File: src/rtl/iiitb_freqdiv_ctrl.sv
// ---------------------------------------------------------------------------
// iiitb_freqdiv_ctrl
//
// Controller for an external posedge clock divider. It owns the divider's
// enable and divide ratio, and accepts ratio-change requests from two
// requesters. A ratio change while the divider is running is deferred. The
// controller lets the current period finish (DRAIN), then holds the divider
// off for HALT_CYCLES cycles (HALT) while the new ratio is applied. This
// means the divider never sees its ratio change in the middle of a period.
//
// Ports
//   clkin        sole clock, all state updates on its rising edge
//   rst          synchronous active-high reset
//   run          master enable for the divider
//   req[1:0]     level request per requester, held until gnt or rej
//   ratio0/1     requested ratio for requester 0/1, valid while its req is high
//   gnt[1:0]     one-cycle accept pulse per requester
//   rej[1:0]     one-cycle reject pulse per requester (ratio below 2)
//   div_en       enable to the divider
//   div_n        divide ratio to the divider
//   busy         high while a ratio change is in progress (DRAIN or HALT)
//   period_tick  combinational, high on the last count of each divider period
// ---------------------------------------------------------------------------
module iiitb_freqdiv_ctrl #(
   parameter logic [3:0] DEFAULT_N   = 4'd2,
   parameter int         HALT_CYCLES = 2
) (
   input  logic       clkin,
   input  logic       rst,
   input  logic       run,
   input  logic [1:0] req,
   input  logic [3:0] ratio0,
   input  logic [3:0] ratio1,
   output logic [1:0] gnt,
   output logic [1:0] rej,
   output logic       div_en,
   output logic [3:0] div_n,
   output logic       busy,
   output logic       period_tick
);

   typedef enum logic [1:0] {IDLE, RUN, DRAIN, HALT} state_e;

   // The halt counter is loaded with one less than the halt length. The
   // cycle in which it reads zero is therefore the last cycle with div_en low.
   localparam logic [2:0] HALT_LOAD = 3'(HALT_CYCLES - 1);

   state_e     state_q, state_d;
   logic       divEn_q, divEn_d;
   logic [3:0] divN_q, divN_d;
   logic [3:0] cnt_q, cnt_d;
   logic [3:0] pending_q, pending_d;
   logic [1:0] gnt_q, gnt_d;
   logic [1:0] rej_q, rej_d;
   logic       busy_q, busy_d;
   logic       lastServed_q, lastServed_d;
   logic [2:0] haltCnt_q, haltCnt_d;

   logic       periodTick;
   logic       arbOpen;
   logic       anyReq;
   logic       winSel;
   logic [3:0] winRatio;
   logic       winIllegal;
   logic       winSame;
   logic       winNew;

   // The shadow counter tracks the divider's own counter. This lets us know
   // when the current period ends without any feedback from the divider.
   assign periodTick = divEn_q && (cnt_q == divN_q - 4'd1);

   // Requests are only looked at in IDLE and in RUN. In RUN, a falling run
   // takes priority and suppresses arbitration on that edge. When both
   // requesters are asking, the one not served last time wins. Otherwise the
   // single asserted requester wins.
   assign arbOpen    = (state_q == IDLE) || ((state_q == RUN) && run);
   assign anyReq     = arbOpen && (req != 2'b00);
   assign winSel     = (req == 2'b11) ? ~lastServed_q : req[1];
   assign winRatio   = winSel ? ratio1 : ratio0;
   assign winIllegal = (winRatio < 4'd2);
   assign winSame    = (winRatio == divN_q);
   assign winNew     = !winIllegal && !winSame;

   // State register plus all registered outputs. Reset puts the divider back
   // on the default ratio. It also throws away any ratio still waiting in
   // pending.
   always_ff @(posedge clkin) begin
      if (rst) begin
         state_q      <= IDLE;
         divEn_q      <= 1'b0;
         divN_q       <= DEFAULT_N;
         cnt_q        <= 4'd0;
         pending_q    <= DEFAULT_N;
         gnt_q        <= 2'b00;
         rej_q        <= 2'b00;
         busy_q       <= 1'b0;
         lastServed_q <= 1'b1;
         haltCnt_q    <= 3'd0;
      end else begin
         state_q      <= state_d;
         divEn_q      <= divEn_d;
         divN_q       <= divN_d;
         cnt_q        <= cnt_d;
         pending_q    <= pending_d;
         gnt_q        <= gnt_d;
         rej_q        <= rej_d;
         busy_q       <= busy_d;
         lastServed_q <= lastServed_d;
         haltCnt_q    <= haltCnt_d;
      end
   end

   // Next-state logic.
   //  - In IDLE, a request being served holds the FSM in IDLE for that edge.
   //    The run=1 transition happens once no request is pending. This means
   //    a new IDLE ratio and the RUN entry never collide on one edge.
   //  - Every other state drops to IDLE as soon as run goes low.
   always_comb begin
      state_d = state_q;
      case (state_q)
         IDLE: begin
            if (!anyReq && run) begin
               state_d = RUN;
            end
         end
         RUN: begin
            if (!run) begin
               state_d = IDLE;
            end else if (anyReq && winNew) begin
               state_d = DRAIN;
            end
         end
         DRAIN: begin
            if (!run) begin
               state_d = IDLE;
            end else if (periodTick) begin
               state_d = HALT;
            end
         end
         HALT: begin
            if (!run) begin
               state_d = IDLE;
            end else if (haltCnt_q == 3'd0) begin
               state_d = RUN;
            end
         end
         default: state_d = IDLE;
      endcase
   end

   // Output and datapath next values.
   //  - div_n is only ever written on an edge where div_en is already low or
   //    is being pulled low. Leaving DRAIN, whether by period end or by run
   //    dropping, always commits the pending ratio, so a granted change is
   //    never lost.
   //  - The served requester moves the round-robin pointer whether its
   //    request was granted or rejected.
   always_comb begin
      divEn_d      = divEn_q;
      divN_d       = divN_q;
      pending_d    = pending_q;
      haltCnt_d    = haltCnt_q;
      lastServed_d = lastServed_q;
      gnt_d        = 2'b00;
      rej_d        = 2'b00;

      if (!divEn_q) begin
         cnt_d = 4'd0;
      end else if (periodTick) begin
         cnt_d = 4'd0;
      end else begin
         cnt_d = cnt_q + 4'd1;
      end

      if (anyReq) begin
         lastServed_d = winSel;
         if (winIllegal) begin
            rej_d[winSel] = 1'b1;
         end else begin
            gnt_d[winSel] = 1'b1;
         end
      end

      case (state_q)
         IDLE: begin
            if (anyReq) begin
               if (winNew) begin
                  divN_d = winRatio;
               end
            end else if (run) begin
               divEn_d = 1'b1;
            end
         end
         RUN: begin
            if (!run) begin
               divEn_d = 1'b0;
            end else if (anyReq && winNew) begin
               pending_d = winRatio;
            end
         end
         DRAIN: begin
            if (!run) begin
               divEn_d = 1'b0;
               divN_d  = pending_q;
            end else if (periodTick) begin
               divEn_d   = 1'b0;
               divN_d    = pending_q;
               haltCnt_d = HALT_LOAD;
            end
         end
         HALT: begin
            if (!run) begin
               divEn_d = 1'b0;
            end else if (haltCnt_q == 3'd0) begin
               divEn_d = 1'b1;
            end else begin
               haltCnt_d = haltCnt_q - 3'd1;
            end
         end
         default: begin
            divEn_d = 1'b0;
         end
      endcase

      busy_d = (state_d == DRAIN) || (state_d == HALT);
   end

   assign gnt         = gnt_q;
   assign rej         = rej_q;
   assign div_en      = divEn_q;
   assign div_n       = divN_q;
   assign busy        = busy_q;
   assign period_tick = periodTick;

endmodule

File: config.mk
export PLATFORM = sky130hd
export DESIGN_NAME = iiitb_freqdiv_ctrl
export DESIGN_NICKNAME = d
export VERILOG_FILES = /design/src/rtl/iiitb_freqdiv_ctrl.sv
export SDC_FILE = /design/constraint.sdc
export NUM_CORES = 1
export LEC_CHECK = 0
export ABC_AREA = 1
export BUFFER_PORTS_ARGS = -buffer_cell sky130_fd_sc_hd__buf_2
export CORE_ASPECT_RATIO = 1.2
export CORE_MARGIN = 5
export CORE_UTILIZATION = 45
export CTS_CLUSTER_DIAMETER = 40
export DETAILED_ROUTE_END_ITERATION = 6
export PLACE_DENSITY = 0.67
export SYNTH_ARGS = -nofsm -noshare
export SYNTH_HDL_FRONTEND = slang
export SYNTH_SLANG_ARGS = --single-unit
File: constraint.sdc
create_clock -name clkin -period 2.25 [get_ports clkin]
set_input_delay 0.225 -clock clkin [delete_from_list [all_inputs] [get_ports clkin]]
set_output_delay 0.225 -clock clkin [all_outputs]
set_load 0.005 [all_outputs]
==> impl_metrics.py <==
metrics = {
    "timing": {
        "worstMarginPinSlew_ns": 0.450,
        "finalCriticalPeriod_ns": 1.98,
        "max_freq_mhz": 504,
        "slew_viol_final": 0,
        "setup_slack_ns": 0.267,
        "worst_clock_skew_ns": 0.00146,
        "finalCritPeriodShare_pct": 88.1,
        "tns_ns": 0,
        "rsz0062_at_grt": "no",
        "finalHoldViolations": 0,
        "maxSlewHeadroom_pct": 70.0,
        "setup_viol": 0,
    },
    "global_routing": {
        "antenna_found_initial": 0,
        "grt_max_degree": 15,
        "grt_pass1_vias": 1276,
        "grt.overflow.total": 0,
        "grt_usage_pct": 14.3,
        "grt_pass1_wl_microns": 5490,
    },
    "min_path": {
        "hold_depth": 2,
        "hold_path.class": "input pin to flop",
    },
    "route": {
        "wirelength_microns": 3290,
        "drtIter0Drc": 56,
        "vias": 1421,
        "ant_nets": 0,
        "routedWlPerCell_microns": 11.5,
        "vias_per_cell": 4.97,
        "drc": 0,
        "first_pass_iters": 4,
    },
    "clock_network": {
        "cts.sinks": 24,
        "post_cts_resized": 0,
        "numCtsBuffers": 3,
        "clk_path_buf_depth": 2,
        "cts.clk_slew.worst_paths_ns": 0.09,
        "clk_latency_ns": 0.27,
        "cts-root-buf": "clkbuf_8",
        "post_cts_buffers": 0,
        "cts_hold_buf": 0,
        "h-tree-depth": 1,
        "cts_tree": "built",
    },
    "worst_setup_path": {
        "worstPathCellList": "inv_1 > ha_1 > xor2_1 > nand3_1 > nor2_1 > nand2_2 > inv_1 > buf_2",
        "crit_top_cell": "inv_1",
        "path_class": "flop to primary output",
        "critPathMaxFanout": 7,
        "required_ns": 2.03,
        "crit_buf_inv": 3,
        "worst-endpoint-arrival_ns": 1.76,
        "slowest_stage": "dfxtp_1",
        "cpLargestDelayFamily": "flip-flops",
        "cp.depth": 8,
        "slowest_delay_ns": 0.41,
        "end_kind": "primary output",
        "start_kind": "flop",
        "worstRegToRegCells": 10,
    },
    "power_and_ir_drop": {
        "leakagePower_nw": 0.929,
        "power_density_nw_per_um2": 784,
        "ir_drop_mv": 0.418,
    },
    "logic_synthesis": {
        "synth.top_cell.area_share_pct": 30.9,
        "yosys_warnings": 0,
        "synth_fp_nets": 245,
        "ys_types": 25,
        "synthTopCellsByArea": "dfxtp_1 31%, nand2_1 13%, inv_1 7.2%",
        "synth_top_area_cell": "dfxtp_1",
        "syn_area_sq_um": 1550,
        "netlist_instances": 224,
        "syn_avg_cell_area_sq_um": 6.94,
        "ys_ff_latch": 24,
        "synth_seq_area_share_pct": 30.9,
    },
    "floorplan": {
        "die_area_sq_um": 4730,
        "pin_count": 24,
        "floorplan.initialDensity_pct": 46.6,
        "chipHeight_microns": 74.4,
        "dieWidth_microns": 63.6,
        "std_cell_rows": 23,
        "core_area_sq_um": 3340,
    },
    "finish": {
        "fill_cells": 348,
        "drive_above_1_share_pct": 20.1,
        "area_growth_pct": 12.5,
        "diodes": 0,
        "finalNetCount": 271,
        "final_util_pct": 52.4,
        "design_area_sq_um": 1750,
    },
    "run": {
        "maxCapViolCount": 0,
    },
    "placed_design": {
        "numPortBuffers": 23,
        "place_ws_ns": 0.403,
        "gp_congestion": 0.791,
        "dpl_cell_area_sq_um": 1690,
        "hpwl_microns": 2620,
    },
    "status": {
        "outcome": "complete, no violations",
    },
}
## final timing paths
kind	start	endpoint	slack, ns
max	div_n[0]	period_tick	0.27
min	rst	pending_q[0]	0.19
max reg2reg	div_n[0]	haltCnt_q[1]	0.38
min reg2reg	pending_q[0]	pending_q[0]	0.47
## registers in the layout (all words and copies together), names as in the netlist
signal / cells
busy: 1
cnt_q: 4
div_en: 1
div_n: 4
gnt: 2
haltCnt_q: 3
lastServed_q: 1
pending_q: 4
rej: 2
state_q: 2
## cell usage in the layout (no fill, tap or decap), drive strengths merged, types with 4 or more instances in the layout
master  Yosys  routed
nand3      25      25
a21oi      13      13
o21ai      10      10
inv        33      33
xnor2       4       4
ha          8       8
nand2      66      66
dfxtp      24      24
buf         3      24
clkbuf      0       4
nor2       24      24
xor2        4       4
## final cells by class
class                           count  area [sq um]  area share, %
Tap cell                           37          46.3           2.65
Multi-Input combinational cell    164           920           52.6
Sequential cell                    24           480           27.5
Clock buffer                        4          55.1           3.15
Timing Repair Buffer               24           123           7.02
Inverter                           33           124           7.09
## power by group
part	internal (mW)	switching (mW)
clock	0.156	0.141
sequential	0.479	0.0545
combinational	0.216	0.324
total	0.852	0.520
## layer usage
metal / vias up / GRT usage, % / part of all wire [%]
li1: 757 / - / -
met1: 635 / 16.8 / 47
met2: 24 / 26.1 / 48
met3: 5 / 2.42 / 3.6
met4: 0 / 5.54 / 1.5
met5: - / 0 / 0
## metrics by stage
step | hold slack [ns] | std cells | power [mW]
detailed placement | 0.459 | 282 | 1.08
floorplan | 0.294 | 224 | 0.954
finish | 0.191 | 286 | 1.37
global route | 0.184 | 286 | 1.48
global placement | 0.454 | 282 | 1.08
CTS | 0.187 | 286 | 1.38
## cell families (layout without fill, tap and decap cells)
| kind of cell | count (synthesis) | in the layout | share of synthesized area (%) |
|---|---|---|---|
| compound gates | 27 | 27 | 10.1 |
| flops | 24 | 24 | 30.9 |
| fa+ha+maj | 8 | 8 | 6.44 |
| buf+inv | 36 | 61 | 9.90 |
| xor+xnor | 8 | 8 | 4.51 |
| simple gates | 121 | 121 | 38.2 |
## synth_stat cells
library cell and n:
buf_4 2, buf_8 1, dfxtp_1 24, o31ai_1 1
nand3_2 3, nand4_1 3, or2_2 1, nor2_4 1
nand2_4 5, nand2_1 54, ha_1 8, xor2_1 4
nand3b_1 2, inv_1 30, o21ai_0 10, nor2_1 23
inv_2 3, nand3_1 21, xnor2_1 4, o21bai_1 1
o211ai_1 2, nand3_4 1, a21oi_4 1, a21oi_1 12
nand2_2 7
(Power assumes the default switching activity.)
